===== src/rtl/ram16b_arbiter.sv =====
// ram16b_arbiter
// Shares one single-port-per-direction ram16b (one write port, one registered
// read port) between two requesters A and B. After reset the RAM is swept to
// zero (optional), then single-word accesses are granted round-robin with a
// combinational same-cycle grant and a one-cycle read-data-valid strobe.

module ram16b_arbiter #(
    parameter int unsigned AW             = 5,
    parameter int unsigned DW             = 16,
    parameter bit          CLEAR_ON_RESET = 1'b1
) (
    input  logic          clk_i,
    input  logic          reset_i,
    output logic          ready_o,

    // Requester A
    input  logic          a_req_i,
    input  logic          a_we_i,
    input  logic [AW-1:0] a_addr_i,
    input  logic [DW-1:0] a_wdat_i,
    output logic          a_gnt_o,
    output logic          a_rvalid_o,
    output logic [DW-1:0] a_rdat_o,

    // Requester B
    input  logic          b_req_i,
    input  logic          b_we_i,
    input  logic [AW-1:0] b_addr_i,
    input  logic [DW-1:0] b_wdat_i,
    output logic          b_gnt_o,
    output logic          b_rvalid_o,
    output logic [DW-1:0] b_rdat_o,

    // RAM side
    output logic [DW-1:0] ram_wdata_o,
    output logic          ram_wen_o,
    output logic [AW-1:0] ram_waddr_o,
    output logic [AW-1:0] ram_raddr_o,
    input  logic [DW-1:0] ram_rdata_i
);

    typedef enum logic {
        ST_CLEAR = 1'b0,
        ST_RUN   = 1'b1
    } state_e;

    typedef enum logic {
        PRIO_A = 1'b0,
        PRIO_B = 1'b1
    } prio_e;

    // Last address of the clear sweep; the sweep covers 0 .. CLR_LAST inclusive.
    localparam logic [AW-1:0] CLR_LAST    = {AW{1'b1}};
    localparam state_e        RESET_STATE = CLEAR_ON_RESET ? ST_CLEAR : ST_RUN;

    state_e        state_q,   state_d;
    logic [AW-1:0] clr_cnt_q, clr_cnt_d;
    prio_e         prio_q,    prio_d;
    logic          a_rv_q,    a_rv_d;
    logic          b_rv_q,    b_rv_d;

    logic          run;
    logic          a_gnt;
    logic          b_gnt;

    // Arbitration: a lone requester always wins; on contention prio decides.
    // Gating with run keeps requests (even unknown ones) inert during CLEAR.
    assign run   = (state_q == ST_RUN);
    assign a_gnt = run && a_req_i && (!b_req_i || (prio_q == PRIO_A));
    assign b_gnt = run && b_req_i && (!a_req_i || (prio_q == PRIO_B));

    assign ready_o    = run;
    assign a_gnt_o    = a_gnt;
    assign b_gnt_o    = b_gnt;
    assign a_rvalid_o = a_rv_q;
    assign b_rvalid_o = b_rv_q;

    // Both requesters see the RAM read bus; only the own rvalid qualifies it.
    assign a_rdat_o   = ram_rdata_i;
    assign b_rdat_o   = ram_rdata_i;

    // RAM port steering: clear sweep, or the granted requester's access.
    always_comb begin
        // NOTE: every output of a combinational block gets a default before any
        // branch, so no path leaves it unassigned and no latch is inferred.
        ram_wen_o   = 1'b0;
        ram_waddr_o = a_addr_i;
        ram_wdata_o = a_wdat_i;
        ram_raddr_o = a_addr_i;

        if (!run) begin
            ram_wen_o   = 1'b1;
            ram_waddr_o = clr_cnt_q;
            ram_wdata_o = '0;
        end else if (a_gnt) begin
            ram_wen_o   = a_we_i;
            ram_waddr_o = a_addr_i;
            ram_wdata_o = a_wdat_i;
            ram_raddr_o = a_addr_i;
        end else if (b_gnt) begin
            ram_wen_o   = b_we_i;
            ram_waddr_o = b_addr_i;
            ram_wdata_o = b_wdat_i;
            ram_raddr_o = b_addr_i;
        end
    end

    // Next-state logic for the sweep counter, phase, priority and read strobes.
    always_comb begin
        state_d   = state_q;
        clr_cnt_d = clr_cnt_q;
        prio_d    = prio_q;

        unique case (state_q)
            ST_CLEAR: begin
                // Counter stops on the last word; it only returns to 0 via reset.
                if (clr_cnt_q == CLR_LAST) begin
                    state_d = ST_RUN;
                end else begin
                    clr_cnt_d = clr_cnt_q + 1'b1;
                end
            end
            ST_RUN: begin
                // The requester just served yields to the other one.
                if (a_gnt) begin
                    prio_d = PRIO_B;
                end else if (b_gnt) begin
                    prio_d = PRIO_A;
                end
            end
            default: begin
                state_d = RESET_STATE;
            end
        endcase

        // Registered RAM read: data for a read granted now arrives next cycle.
        a_rv_d = a_gnt && !a_we_i;
        b_rv_d = b_gnt && !b_we_i;
    end

    // State registers with synchronous reset; reset drops any in-flight read.
    always_ff @(posedge clk_i) begin
        // NOTE: sequential state uses non-blocking assignments so every register
        // samples the pre-edge values, independent of statement order.
        if (reset_i) begin
            state_q   <= RESET_STATE;
            clr_cnt_q <= '0;
            prio_q    <= PRIO_A;
            a_rv_q    <= 1'b0;
            b_rv_q    <= 1'b0;
        end else begin
            state_q   <= state_d;
            clr_cnt_q <= clr_cnt_d;
            prio_q    <= prio_d;
            a_rv_q    <= a_rv_d;
            b_rv_q    <= b_rv_d;
        end
    end

endmodule

===== config.mk =====
export PLATFORM = sky130hd
export DESIGN_NAME = ram16b_arbiter
export DESIGN_NICKNAME = d
export VERILOG_FILES = /design/src/rtl/ram16b_arbiter.sv
export SDC_FILE = /design/constraint.sdc
export NUM_CORES = 1
export LEC_CHECK = 0
export ABC_AREA = 1
export BUFFER_PORTS_ARGS = -buffer_cell sky130_fd_sc_hd__buf_2
export CAP_MARGIN = 10
export CORE_ASPECT_RATIO = 1.4
export CORE_MARGIN = 3
export CORE_UTILIZATION = 33
export DETAILED_ROUTE_END_ITERATION = 16
export HOLD_SLACK_MARGIN = 0.03
export PLACE_DENSITY = 0.81
export SLEW_MARGIN = 10
export SYNTH_ARGS = -nofsm -noshare
export SYNTH_HDL_FRONTEND = slang
export SYNTH_SLANG_ARGS = --single-unit

===== constraint.sdc =====
create_clock -name clk_i -period 1.91 [get_ports clk_i]
set_input_delay 0.0955 -clock clk_i [delete_from_list [all_inputs] [get_ports clk_i]]
set_output_delay 0.0955 -clock clk_i [all_outputs]
set_load 0.1 [all_outputs]

==> results of run 1 <==
## sequential cells by signal, indices dropped and copies added (netlist names)
signal,count
b_rvalid_o,1
ready_o,1
clr_cnt_q,5
prio_q,1
a_rvalid_o,1
## worst paths after layout
check                             startpoint              to  slack [ps]  cells past startpoint
worst min-delay path                  a_we_i      a_rvalid_o          40                      2
worst max-delay path                 ready_o  ram_waddr_o[4]         200                      7
worst max register to register  clr_cnt_q[0]    clr_cnt_q[2]         320                      9
worst min register to register        prio_q          prio_q         540                      2
## synth_stat cells (all sizes together)
cell    number  area [µm²]
nand2       64       260.3
buf         39       297.8
nand3       28       150.1
inv         11       43.79
nor2        11       48.80
dfxtp        9       180.2
o21ai        4       20.02
a21oi        2       10.01
ha           2       25.02
a211oi       1       7.510
nand4        1       6.260
nor3         1       10.01
o21a         1       7.510
## routing by layer
layer	vias to the layer above	GRT usage, %	share of wire, %
met4	0	7.202	2.2
li1	609	-	-
met3	13	3.448	10
met1	527	17.25	33
met2	49	30.05	54
met5	-	0	0
## per-stage QoR
step           power (mW)  setup WS [ps]  hold slack (ps)  area [µm²]
6_report           0.6402          202.3            43.61        1744
5_1_grt            0.6689          101.3            49.76        1744
4_1_cts            0.6440          203.8            41.16        1744
3_5_place_dp       0.4173          412.5            192.0        1699
3_3_place_gp       0.4164          452.9            192.0        1699
2_1_floorplan      0.6231          28.36            158.2        1120
## power by group through the flow
stage / registers (mW) / clock network (mW) / logic (mW)
4_1_cts: 0.199 / 0.228 / 0.217
6_report: 0.199 / 0.225 / 0.216
3_3_place_gp: 0.202 / 0 / 0.214
2_1_floorplan: 0.201 / 0 / 0.422
3_5_place_dp: 0.202 / 0 / 0.215
5_1_grt: 0.199 / 0.243 / 0.227
## area by class of cell
cell class                 instances  area (µm²)  area share, %
timing repair buffer              81       830.8          47.63
multi-input combinational        115       594.3          34.07
sequential                         9       183.9          10.55
tap                               37       46.29          2.654
clock buffer                       4       45.04          2.583
inverter                          11       43.79          2.511
## cells by family (layout without fill, tap and decap cells)
logic type	Yosys count	count (layout)	synth area share [%]
adder cells (fa/ha/maj)	2	2	2.344
flip-flops	9	9	16.88
buffers and inverters	50	96	32.00
AND/OR/NAND/NOR	105	105	44.55
AO/OA/AOI/OAI	8	8	4.221
==> impl_results.md, run 1 <==
- Comb power frac: between 30% and 40%
- Max-slew violation count: 0
- Clock skew: 1.202 ps
- Critical-path top delay cell: dfxtp_4
- Initial drt markers: 20
- PwrDens: roughly 370 nW/µm²
- Seq/Total Area, Yosys: about 17%
- Setup crit start kind: flip-flop
- CP cell instances: nand2_4 > inv_2 > nand2_4 > inv_4 > nand2_1 > nand3_1 > buf_12
- CTS tree: yes
- Tcrit/Tclk final: 89.41%
- Worst path max stage delay: about 470 ps
- Core area: between 2000 and 3000 µm²
- First-pass GRT wire length: approximately 4900 µm
- WP data required: roughly 1800 ps
- FF+latch count, synth: 9
- RSZ-0062 raised after global routing: false
- DR vias: 1198
- Avg Inst Size Synth: 6.134 µm²
- Largest net degree at the start of global routing: 24
- Root Buffer: clkbuf_8
- Final setup fails: 0
- Critical Path Sink Type: output port
- Drt pass-1 iters: 4
- Placed insts: 253
- Die Y-Extent: ~73 µm
- Max-Cap Viols: 0
- Max Buffers Root-to-Sink: 2
- Final core utilization: 58.28%
- Row count: 23
- Crit path top cell by count: nand2_4
- Vias in the first global route: around 1100
- Initial Util: 35.66%
- # DRC: 0
- Detail Placement HPWL: about 2700 µm
- Commonest cells after routing, fill and taps aside: buf_2, nand2_1, buf_12, nand3_1, nand2_2
- Final min period: ~1700 ps
- Post-Layout Cell Count: 257
- Chip width: between 50 and 60 µm
- Initial antenna violation count: 0
- Top Family by Delay on Critical Path: buffers and inverters
- Synth warn: 0
- Status: complete, no violations
- Switch Pwr: about 210 µW
- Commonest non-fill, non-tap cell in the layout: buf_2
- DRT antenna net count: 0
- Maximum vdd ir drop: 0.4675 mV
- Setup bufs post-CTS: 0
- Total CTS buffers: 3
- Post-Route WL: approximately 3300 µm
- Leak: between 0.9 and 1 nW
- Setup CP Type: reg2out
- Later-pin clock latency in the skew report: 240 ps
- CP Max Fanout: 23
- P_int: between 400 and 500 µW
- Global placer's final weighted congestion: a little under 0.9
- Area delta synth->final: 63.42%
- Via/cell ratio: 4.661
- Hold-fix buffers at CTS: 0
- Fin Setup TNS: 0 ps
- Synthesized Nets: 240
- Antenna fix cells: 0
- Total Routing Usage GR: between 10% and 20%
- Total gr overflow: 0
- Hold WC Path Type: in2reg
- Switch share: 33.42%
- Synthesized netlist cell count: around 170
- Drt wl/cell: approximately 13 µm
- Worst-Margin Slew: just under 500 ps
- H-tree depth: 1
- Final hold viol count: 0
- Cell area after synthesis: approximately 1100 µm²
- I/O Pins: between 100 and 150
- Highest clock rate: approximately 0.59 GHz
- Sequential fraction of design power: between 30% and 40%
- Post-CTS sizing: 0
- Clock sink total: 9
- Layout cells sized above 1: a little under 50%
- Clock Power Share: a little over a third
- Rel. slew slack: about two thirds
- Nets: about 290
- Clk pin slew, worst setup/hold paths: about 50 ps
- FILL cells: ~280
- Worst path buffer plus inverter count: 3
- WP data arrival: around 1600 ps
- Number of port buffers: 79
- Yosys cell types: 22
- Die area: 3962 µm²
Power figures use the tool's default switching activity.
==> inputs of run 2 (changes only) <==
--- a/config.mk
+++ b/config.mk
@@ -14,6 +14,7 @@
 export DETAILED_ROUTE_END_ITERATION = 16
 export HOLD_SLACK_MARGIN = 0.03
 export PLACE_DENSITY = 0.81
+export RECOVER_POWER = 50
 export SLEW_MARGIN = 10
 export SYNTH_ARGS = -nofsm -noshare
 export SYNTH_HDL_FRONTEND = slang
==> run 2 against run 1 <==
Net effect: flip-flop and latch count did not move; final area fell by 0.72%; cell count did not move; wire length fell by 0.18%; global-route usage did not move; clock power barely moved; largest power group unchanged.
==> impl_results.md, run 2 (same netlist as run 1, synthesis figures left out) <==
- Total gr overflow: 0 (unchanged)
- WP data required: 1810 ps (about the same)
- Chip width: 54.07 µm (unchanged)
- Initial drt markers: 22 (+10%)
- CTS tree: yes
- Fin Setup TNS: 0 ps (unchanged)
- H-tree depth: 1 (unchanged)
- Area delta synth->final: 62.25%
- Max Buffers Root-to-Sink: 2 (unchanged)
- Switch Pwr: 212.9 µW (-0.51%)
- Core area: 2993 µm² (unchanged)
- Root Buffer: clkbuf_8
- RSZ-0062 raised after global routing: false
- Hold path endpoint: a_rvalid_o
- Total CTS buffers: 3 (unchanged)
- Final setup fails: 0 (unchanged)
- Max-slew violation count: 0 (unchanged)
- Worst hold stages: 2 (unchanged)
- R2R Setup Slk: 330 ps (about the same)
- Hold-fix buffers at CTS: 0 (unchanged)
- Status: complete, no violations
- Rel. slew slack: 22.61% (-45 points)
- Worst-Margin Slew: 1166 ps (+677.5 ps)
- Largest net degree at the start of global routing: 24 (unchanged)
- Max FFs per register: 5 (unchanged)
- P_int: 426.2 µW (about the same)
- Tcrit/Tclk final: 89.51% (+0.10 points)
- Nets: 287 (unchanged)
- Total Routing Usage GR: 16.41% (unchanged)
- Commonest cells after routing, fill and taps aside: nand2_1, buf_2, buf_12, nand3_1, nand2_2
- Highest clock rate: 0.5849 GHz (-0.11%)
- Row count: 23 (unchanged)
- Leak: 0.9189 nW (-0.58%)
- Later-pin clock latency in the skew report: 240 ps (about the same)
- Maximum vdd ir drop: 0.4582 mV (-2.0%)
- Setup bufs post-CTS: 0 (unchanged)
- Hold WC Path Type: in2reg
- Antenna fix cells: 0 (unchanged)
- Initial Util: 35.66% (unchanged)
- First-pass GRT wire length: 4933 µm (unchanged)
- # DRC: 0 (unchanged)
- Max-Cap Viols: 0 (unchanged)
- Final min period: 1710 ps (+1.930 ps)
- DR vias: 1199 (+0.083%)
- Switch share: 33.31% (-0.11 points)
- DRT antenna net count: 0 (unchanged)
- Layout cells sized above 1: 47.73% (-0.91 points)
- Clock skew: 1.321 ps (+0.1189 ps)
- Sequential fraction of design power: 31.1% (about the same)
- Setup CP Type: reg2out
- Detail Placement HPWL: 2679 µm (unchanged)
- Drt pass-1 iters: 4 (unchanged)
- Comb power frac: 33.7% (about the same)
- Setup crit start kind: flip-flop
- Worst flop-to-flop path endpoint: clr_cnt_q[2]
- Hold Path Origin: a_we_i
- Drt wl/cell: 12.95 µm (-0.18%)
- Clock sink total: 9 (unchanged)
- Vias in the first global route: 1145 (unchanged)
- Die Y-Extent: 73.29 µm (unchanged)
- I/O Pins: 128 (unchanged)
- Final hold viol count: 0 (unchanged)
- Post-CTS sizing: 0 (unchanged)
- Crit. Startpoint: ready_o
- Top reg by flops: clr_cnt_q
- PwrDens: 369.1 nW/µm² (+0.55%)
- Fin area: 1732 µm² (-0.72%)
- Post-Route WL: 3327 µm (-0.18%)
- Clock Power Share: 35.2% (about the same)
- R2R Path Start: clr_cnt_q[0]
- Number of cells on the worst reg-to-reg path: 9 (unchanged)
- Clk pin slew, worst setup/hold paths: 50 ps (about the same)
- Initial antenna violation count: 0 (unchanged)
- Critical Path Sink Type: output port
- Cell Area, Placed: 1699 µm² (unchanged)
- Global placer's final weighted congestion: 0.8814 (unchanged)
- Die area: 3962 µm² (unchanged)
- WP data arrival: 1610 ps (about the same)
- Number of port buffers: 79 (unchanged)
- Via/cell ratio: 4.665 (about the same)
- CP Max Fanout: 23 (unchanged)
-- run 2: cell count changes in the layout (fill, tap and decap cells not counted) --
| cell | delta |
|---|---|
| a21oi_1 | +1 |
| a21oi_4 | -1 |
| buf_2 | -1 |
| clkbuf_1 | +1 |
-- run 2: power groups by stage --
stage	sequential (mW)	combinational [mW]	clock (mW)
4_1_cts	0.199	0.217	0.228
3_5_place_dp	0.202	0.215	0
2_1_floorplan	0.201	0.422	0
5_1_grt	0.199	0.226	0.243
3_3_place_gp	0.202	0.214	0
6_report	0.199	0.215	0.225
-- run 2: layer usage --
metal	part of all wire (%)	track usage [%]
met5	0	0
met4	2.6	7.202
met3	11	3.448
met2	54	30.05
met1	32	17.25
-- run 2: through the flow --
stage | setup WS, ps | instances | hold slack [ps] | util (%) | power, mW
after floorplan | 28.36 | 174 | 158.2 | - | 0.6231
after global placement | 452.9 | 253 | 192.0 | 56.77 | 0.4164
after detailed placement | 412.5 | 253 | 192.0 | 56.77 | 0.4173
after CTS | 203.8 | 257 | 41.16 | 58.28 | 0.6440
after global routing | 101.3 | 257 | 49.76 | 57.86 | 0.6682
final | 200.4 | 257 | 44.43 | 57.86 | 0.6391
-- run 2: how the worst max path moves through the flow --
| stage | to | slack (ps) | cells past startpoint |
|---|---|---|---|
| 2_1_floorplan | ram_raddr_o[2] | 30 | 8 |
| 3_3_place_gp | clr_cnt_q[2] | 450 | 9 |
| 3_5_place_dp | clr_cnt_q[2] | 410 | 9 |
| 4_1_cts | ram_waddr_o[4] | 200 | 7 |
| 5_1_grt | ram_waddr_o[4] | 100 | 7 |
| 6_report | ram_waddr_o[4] | 200 | 7 |
-- run 2: area by class of cell --
type / instances / area (µm²)
repair buffers: 81 / 829.5
fillers: 284 / 1261
well taps: 37 / 46.29
flip-flops and latches: 9 / 183.9
multi-input cells: 115 / 583.1
clock buffers: 4 / 45.04
inverters: 11 / 43.79
-- run 2: worst max-delay path: stages (launching register included) --
cell,delay (ps)
dfxtp_4,470
nand2_4,70
inv_2,60
nand2_4,70
inv_4,230
nand2_1,120
nand3_1,150
buf_12,190
